**src/rtl/hall_rotation_counter.sv**
```systemverilog
// ---------------------------------------------------------------------------
// hall_rotation_counter
//
// Counts Hall-sensor edges against a programmable target entirely in the
// system clock domain. The raw Hall line is synchronised, glitch-filtered and
// edge-detected, and the resulting one-clock qualified-edge pulses drive a
// small move FSM (IDLE / LOAD / COUNT / DONE, plus STALL when enabled). The
// FSM sits in front of the servo position controller: flag is high while a
// move is loading or in progress and drops on the clock the target is reached.
//
// Parameters
//   CNT_W        width of cin/count; target range 0..2^CNT_W-1
//   FILT_LEN     glitch-filter depth in clocks; 0 bypasses the filter
//   EDGE_MODE    0 = rising Hall edges qualify, 1 = rising and falling
//   STALL_CYCLES stall timeout in clocks (exists only with the macro below)
//
// Optional feature
//   ROT_STALL_TIMEOUT_EN  when defined, a timer runs while counting and is
//                         cleared by every qualified edge; if it reaches
//                         STALL_CYCLES the FSM parks in STALL (stall=1,
//                         flag stays 1, count frozen) until change=1 or
//                         RESET. When undefined, stall is tied to 0.
//
// Ports
//   CLK     in   1      system clock, all logic on its rising edge
//   RESET   in   1      synchronous active-high reset
//   hallIn  in   1      raw Hall sensor, asynchronous to CLK
//   change  in   1      level: 1 = hold/load a new target, 0 = run
//   cin     in   CNT_W  target edge count, sampled every clock change=1
//   flag    out  1      1 = busy (loading or counting), 0 = idle/done
//   count   out  CNT_W  qualified edges counted since the last load
//   done    out  1      one-clock pulse on the clock flag falls at target
//   stall   out  1      stall indicator (0 unless the macro is defined)
//
// Latency from a stable hallIn change to the count update is 3+FILT_LEN
// clocks: two synchroniser flops, FILT_LEN filter samples, one count update.
// ---------------------------------------------------------------------------
module hall_rotation_counter #(
    parameter int CNT_W     = 6,
    parameter int FILT_LEN  = 2,
    parameter int EDGE_MODE = 0
`ifdef ROT_STALL_TIMEOUT_EN
    ,
    parameter int STALL_CYCLES = 1000
`endif
) (
    input  logic             CLK,
    input  logic             RESET,
    input  logic             hallIn,
    input  logic             change,
    input  logic [CNT_W-1:0] cin,
    output logic             flag,
    output logic [CNT_W-1:0] count,
    output logic             done,
    output logic             stall
);

`ifdef ROT_STALL_TIMEOUT_EN
    typedef enum logic [2:0] {
        IDLE  = 3'd0,
        LOAD  = 3'd1,
        COUNT = 3'd2,
        DONE  = 3'd3,
        STALL = 3'd4
    } state_t;
`else
    typedef enum logic [1:0] {
        IDLE  = 2'd0,
        LOAD  = 2'd1,
        COUNT = 2'd2,
        DONE  = 2'd3
    } state_t;
`endif

    // -----------------------------------------------------------------------
    // Stage p0/p1: two-flop synchroniser for the asynchronous Hall line
    // -----------------------------------------------------------------------
    logic hall_sync_p0;
    logic hall_sync_p1;

    always_ff @(posedge CLK) begin
        if (RESET) begin
            hall_sync_p0 <= 1'b0;
            hall_sync_p1 <= 1'b0;
        end else begin
            hall_sync_p0 <= hallIn;
            hall_sync_p1 <= hall_sync_p0;
        end
    end

    // -----------------------------------------------------------------------
    // Stage p2: glitch filter
    // -----------------------------------------------------------------------
    logic hall_filt_p2;

    generate
        if (FILT_LEN == 0) begin : g_no_filt
            assign hall_filt_p2 = hall_sync_p1;
        end else begin : g_filt
            // run counts consecutive samples that disagree with the held
            // level; the level only moves once FILT_LEN of them line up.
            localparam int RUN_W = (FILT_LEN > 1) ? $clog2(FILT_LEN) : 1;

            logic [RUN_W-1:0] run;
            logic             level;

            always_ff @(posedge CLK) begin
                if (RESET) begin
                    run   <= '0;
                    level <= 1'b0;
                end else if (hall_sync_p1 == level) begin
                    run <= '0;
                end else if (run == RUN_W'(FILT_LEN - 1)) begin
                    level <= hall_sync_p1;
                    run   <= '0;
                end else begin
                    run <= run + 1'b1;
                end
            end

            assign hall_filt_p2 = level;
        end
    endgenerate

    // -----------------------------------------------------------------------
    // Stage p3: edge detect against the previous filtered level
    // -----------------------------------------------------------------------
    logic hall_prev_p3;
    logic hall_edge;

    always_ff @(posedge CLK) begin
        if (RESET) begin
            hall_prev_p3 <= 1'b0;
        end else begin
            hall_prev_p3 <= hall_filt_p2;
        end
    end

    // The pulse is combinational so the counter sees it on the very next
    // clock; it lasts exactly one clock because hall_prev_p3 catches up.
    generate
        if (EDGE_MODE == 0) begin : g_rise_only
            assign hall_edge = hall_filt_p2 & ~hall_prev_p3;
        end else begin : g_both_edges
            assign hall_edge = hall_filt_p2 ^ hall_prev_p3;
        end
    endgenerate

    // -----------------------------------------------------------------------
    // Move FSM: registered state and outputs, combinational next values
    // -----------------------------------------------------------------------
    state_t           state;
    state_t           state_n;
    logic [CNT_W-1:0] target;
    logic [CNT_W-1:0] target_n;
    logic [CNT_W-1:0] count_n;
    logic [CNT_W-1:0] count_inc;
    logic             flag_n;
    logic             done_n;

`ifdef ROT_STALL_TIMEOUT_EN
    localparam int TMR_W = $clog2(STALL_CYCLES + 1);

    logic [TMR_W-1:0] timer;
    logic [TMR_W-1:0] timer_n;
    logic             stall_n;
`endif

    assign count_inc = count + 1'b1;

    always_ff @(posedge CLK) begin
        if (RESET) begin
            state  <= IDLE;
            target <= '0;
            count  <= '0;
            flag   <= 1'b0;
            done   <= 1'b0;
`ifdef ROT_STALL_TIMEOUT_EN
            timer  <= '0;
            stall  <= 1'b0;
`endif
        end else begin
            state  <= state_n;
            target <= target_n;
            count  <= count_n;
            flag   <= flag_n;
            done   <= done_n;
`ifdef ROT_STALL_TIMEOUT_EN
            timer  <= timer_n;
            stall  <= stall_n;
`endif
        end
    end

    always_comb begin
        state_n  = state;
        target_n = target;
        count_n  = count;
        flag_n   = flag;
        done_n   = 1'b0;
`ifdef ROT_STALL_TIMEOUT_EN
        timer_n  = timer;
        stall_n  = stall;
`endif

        if (change) begin
            // A pending target overrides everything, including an edge that
            // lands on the same clock: that edge is dropped, count restarts.
            state_n  = LOAD;
            target_n = cin;
            count_n  = '0;
            flag_n   = 1'b1;
`ifdef ROT_STALL_TIMEOUT_EN
            timer_n  = '0;
            stall_n  = 1'b0;
`endif
        end else begin
            case (state)
                LOAD: begin
                    if (target == '0) begin
                        state_n = DONE;
                        flag_n  = 1'b0;
                        done_n  = 1'b1;
                    end else begin
                        state_n = COUNT;
                        flag_n  = 1'b1;
`ifdef ROT_STALL_TIMEOUT_EN
                        timer_n = '0;
`endif
                    end
                end

                COUNT: begin
                    if (hall_edge) begin
                        count_n = count_inc;
`ifdef ROT_STALL_TIMEOUT_EN
                        timer_n = '0;
`endif
                        // Leaving on the edge that hits target means the
                        // counter can never run past it or wrap.
                        if (count_inc == target) begin
                            state_n = DONE;
                            flag_n  = 1'b0;
                            done_n  = 1'b1;
                        end
                    end
`ifdef ROT_STALL_TIMEOUT_EN
                    else if (timer == TMR_W'(STALL_CYCLES - 1)) begin
                        state_n = STALL;
                        stall_n = 1'b1;
                    end else begin
                        timer_n = timer + 1'b1;
                    end
`endif
                end

`ifdef ROT_STALL_TIMEOUT_EN
                STALL: begin
                    // Parked with flag high and count frozen; only a new
                    // load or reset gets out of here.
                    state_n = STALL;
                end
`endif

                IDLE, DONE: begin
                    // Edges ignored, count and flag hold.
                end

                default: begin
                    state_n = IDLE;
                    flag_n  = 1'b0;
                end
            endcase
        end
    end

`ifndef ROT_STALL_TIMEOUT_EN
    assign stall = 1'b0;
`endif

endmodule

```
**config.mk**
```make
export PLATFORM = sky130hd
export DESIGN_NAME = hall_rotation_counter
export DESIGN_NICKNAME = d
export VERILOG_FILES = /design/src/rtl/hall_rotation_counter.sv
export SDC_FILE = /design/constraint.sdc
export NUM_CORES = 1
export LEC_CHECK = 0
export ABC_AREA = 0
export BUFFER_PORTS_ARGS = -buffer_cell sky130_fd_sc_hd__buf_4
export CAP_MARGIN = 25
export CORE_ASPECT_RATIO = 0.9
export CORE_MARGIN = 1
export CORE_UTILIZATION = 56
export DETAILED_ROUTE_END_ITERATION = 8
export PLACE_DENSITY = 0.81
export SLEW_MARGIN = 20
export SYNTH_ARGS = -nofsm -noshare
export SYNTH_HDL_FRONTEND = slang
export SYNTH_SLANG_ARGS = --single-unit
```
**constraint.sdc**
```tcl
create_clock -name CLK -period 4.5 [get_ports CLK]
set_input_delay 0.675 -clock CLK [delete_from_list [all_inputs] [get_ports CLK]]
set_output_delay 0.675 -clock CLK [all_outputs]
set_load 0.005 [all_outputs]
```
==> metrics.md <==
| Metric | Value |
|---|---|
| Max-Cap Viols | 0 |
| P_leak | 0.497 nW |
| Hold Slack | approximately 0.45 ns |
| Core Area | 0.00155 mm^2 |
| Ys flop type | dfxtp_1 |
| Final hold vios | 0 |
| Die area | just under 0.002 mm^2 |
| Layout area overhead | 16.2% |
| YS warnings | 0 |
| Max frequency | roughly 560 MHz |
| Clock skew | approximately 0.0074 ns |
| Pwr/cell area | 290 mW/mm^2 |
| Layout cells sized above 1 | ~22% |
| Total Routed Length | around 1.8 mm |
| CP Class | register to register |
| Outcome | finished clean |
| Final setup violation count | 0 |
| Number of remaining DRC errors | 0 |
| Post-synthesis sequential area ratio | approximately 43% |
| Die Span Y | about 42 um |
| TritonCTS clock tree | done |
| Nature of the critical path endpoint | register |
| CP startpoint kind | register |
| Worst-path clk slew | approximately 0.11 ns |
| GRT Total Usage | ~22% |
| FP Rows | 13 |
| Asr flop ratio synth | 0% |
| RR Startpoint | count[0] |
| DP Wirelength | 1.42 mm |
| Largest net degree at the start of global routing | 15 |
| Synth top area cells | dfxtp_1, mux2i_1, xor2_1 |
| Inserted Diodes | 0 |
| Critical Path RT | 4.71 ns |
| Number of global-route vias before repair | around 690 |
| R2R depth | 5 |
| Worst min-delay path class | register to register |
| RSZ-0062 raised after global routing | no |
| Post-synthesis net count | 117 |
| H-tree Lvls | 1 |
| Cts hold-fix bufs | 0 |
| Total negative slack | 0 ns |
| Distinct cell type count after synthesis | 32 |
| Total gr overflow | 0 |
| First-pass GRT wire length | 3.06 mm |
| Routed WL per cell | roughly 13 um |
| Initial antenna violation count | 0 |
| Clk_lat worst skew | approximately 0.3 ns |
| Initial drt markers | 20 |
| FF-to-FF setup slack | roughly 2.7 ns |
| Post-route ant nets | 0 |
| Clock tree buffer depth | 2 |
| CTS resizes | 0 |
| Max Transition Viols Final | 0 |
| Register bit count reported by yosys | 21 |
| Area leader, netlist | dfxtp_1 |
| Critical Path AT | about 2.0 ns |
| Final total power | 0.331 mW |
| TritonRoute pass-1 iters | 4 |
| Net count, final | 134 |
| Post-synth top area share | approximately 43% |
| I/O pin cnt | 19 |
| Clock Sinks | 21 |
| Worst Setup EP | flag |
| Final Cycle Share | between 30% and 40% |
| Terminus of the critical flop-to-flop path | flag |
| Die W | 46.2 um |
| Final min period | approximately 1.8 ns |
| Vias | between 700 and 800 |
| Via density | between 5 and 6 |
| Top post-synthesis cells by count | dfxtp_1, nor2_1, xor2_1 |
| Root buf cell | clkbuf_4 |
| Max FO, Critical Path | 6 |
| Mapped cell area | slightly below 0.001 mm^2 |
| CTS Buf Count | 3 |
| Worst Setup SP | count[0] |
| Syn avg cell area | 9.46 um^2 |
| Post-CTS setup buffers | 0 |
| Port bufs | 17 |
| Initial Utilization | a little under two thirds |
| EDFF count, synth | 0 |
| Count leader, synth | dfxtp_1 |
| VDD IR-drop max | between 0.0002 and 0.0003 V |
| Post-Syn Instances | about 100 |
| Placer congestion estimate | 0.790 |
cells by family (layout without fill, tap and decap cells):
kind of cell,Yosys count,in the layout,share of synthesized area [%]
XOR/XNOR,14,14,13.2
AO/OA/AOI/OAI,12,12,9.41
other,1,1,0.381
AND/OR/NAND/NOR,39,39,20.2
adder cells (fa/ha/maj),3,3,3.82
buffers and inverters,7,23,3.05
multiplexers,7,7,7.12
flip-flops,21,21,42.7
layout by cell type, fill, tap and decap left out, drive strengths merged, types with 2 or more instances in the layout:
| cell type | n |
|---|---|
| a21oi | 2 |
| a31oi | 2 |
| buf | 17 |
| clkbuf | 4 |
| dfxtp | 21 |
| ha | 3 |
| inv | 2 |
| mux2i | 7 |
| nand2 | 6 |
| nand3 | 3 |
| nand4 | 2 |
| nor2 | 15 |
| nor2b | 4 |
| nor3 | 3 |
| o21ai | 2 |
| or3 | 2 |
| xnor2 | 5 |
| xor2 | 9 |
state kept, by name, summed over array words and instances (netlist names):
name and cells:
count 6, done 1, flag 1, g_filt.level 1, g_filt.run 1, hall_prev_p3 1, hall_sync_p0 1, hall_sync_p1 1
state 2, target 6
where the power goes:
part	switching, mW	internal (mW)
Sequential	0.00610	0.193
Combinational	0.0208	0.0220
Clock	0.0545	0.0346
stage by stage:
step / util [%] / cell area [um^2] / setup slack (ns) / instances
after floorplan: - / 983 / 2.88 / 104
after global placement: 72.2 / 1120 / 2.85 / 138
after detailed placement: 72.2 / 1120 / 2.72 / 138
after CTS: 73.9 / 1140 / 2.72 / 142
after global routing: 73.9 / 1140 / 2.55 / 142
final: 73.9 / 1140 / 2.71 / 142
layout make-up:
| cell class | count | area, um^2 |
|---|---|---|
| clock buffers | 4 | 26.3 |
| fillers | 137 | 403 |
| inverters | 2 | 7.51 |
| multi-input cells | 76 | 533 |
| flip-flops and latches | 21 | 420 |
| well taps | 22 | 27.5 |
| repair buffers | 17 | 128 |
worst min path at each step:
stage / cells after the start / slack (ns) / end / from
final: 1 / 0.45 / g_filt.run / g_filt.run
after global placement: 1 / 0.42 / hall_sync_p1 / hall_sync_p0
after floorplan: 1 / 0.41 / hall_sync_p1 / hall_sync_p0
after global routing: 1 / 0.47 / hall_sync_p1 / hall_sync_p0
after CTS: 1 / 0.46 / g_filt.run / g_filt.run
after detailed placement: 1 / 0.43 / hall_sync_p1 / hall_sync_p0
metal layers:
| metal | vias up | routed length (um) | global-route usage, % |
|---|---|---|---|
| li1 | 384 | - | - |
| met1 | 352 | 828 | 27.4 |
| met2 | 21 | 914 | 37.5 |
| met3 | 2 | 82 | 7.83 |
| met4 | 0 | 13 | 3.53 |
| met5 | - | 0 | 0 |
worst max-delay path, cell delays in order, from the launching register on:
cell and delay (ns):
dfxtp_1 0.47, ha_1 0.26, nand3_1 0.14, a2111oi_2 0.49
a31oi_1 0.15, o21ba_1 0.18
No activity file was read; power rests on OpenSTA's default activity.
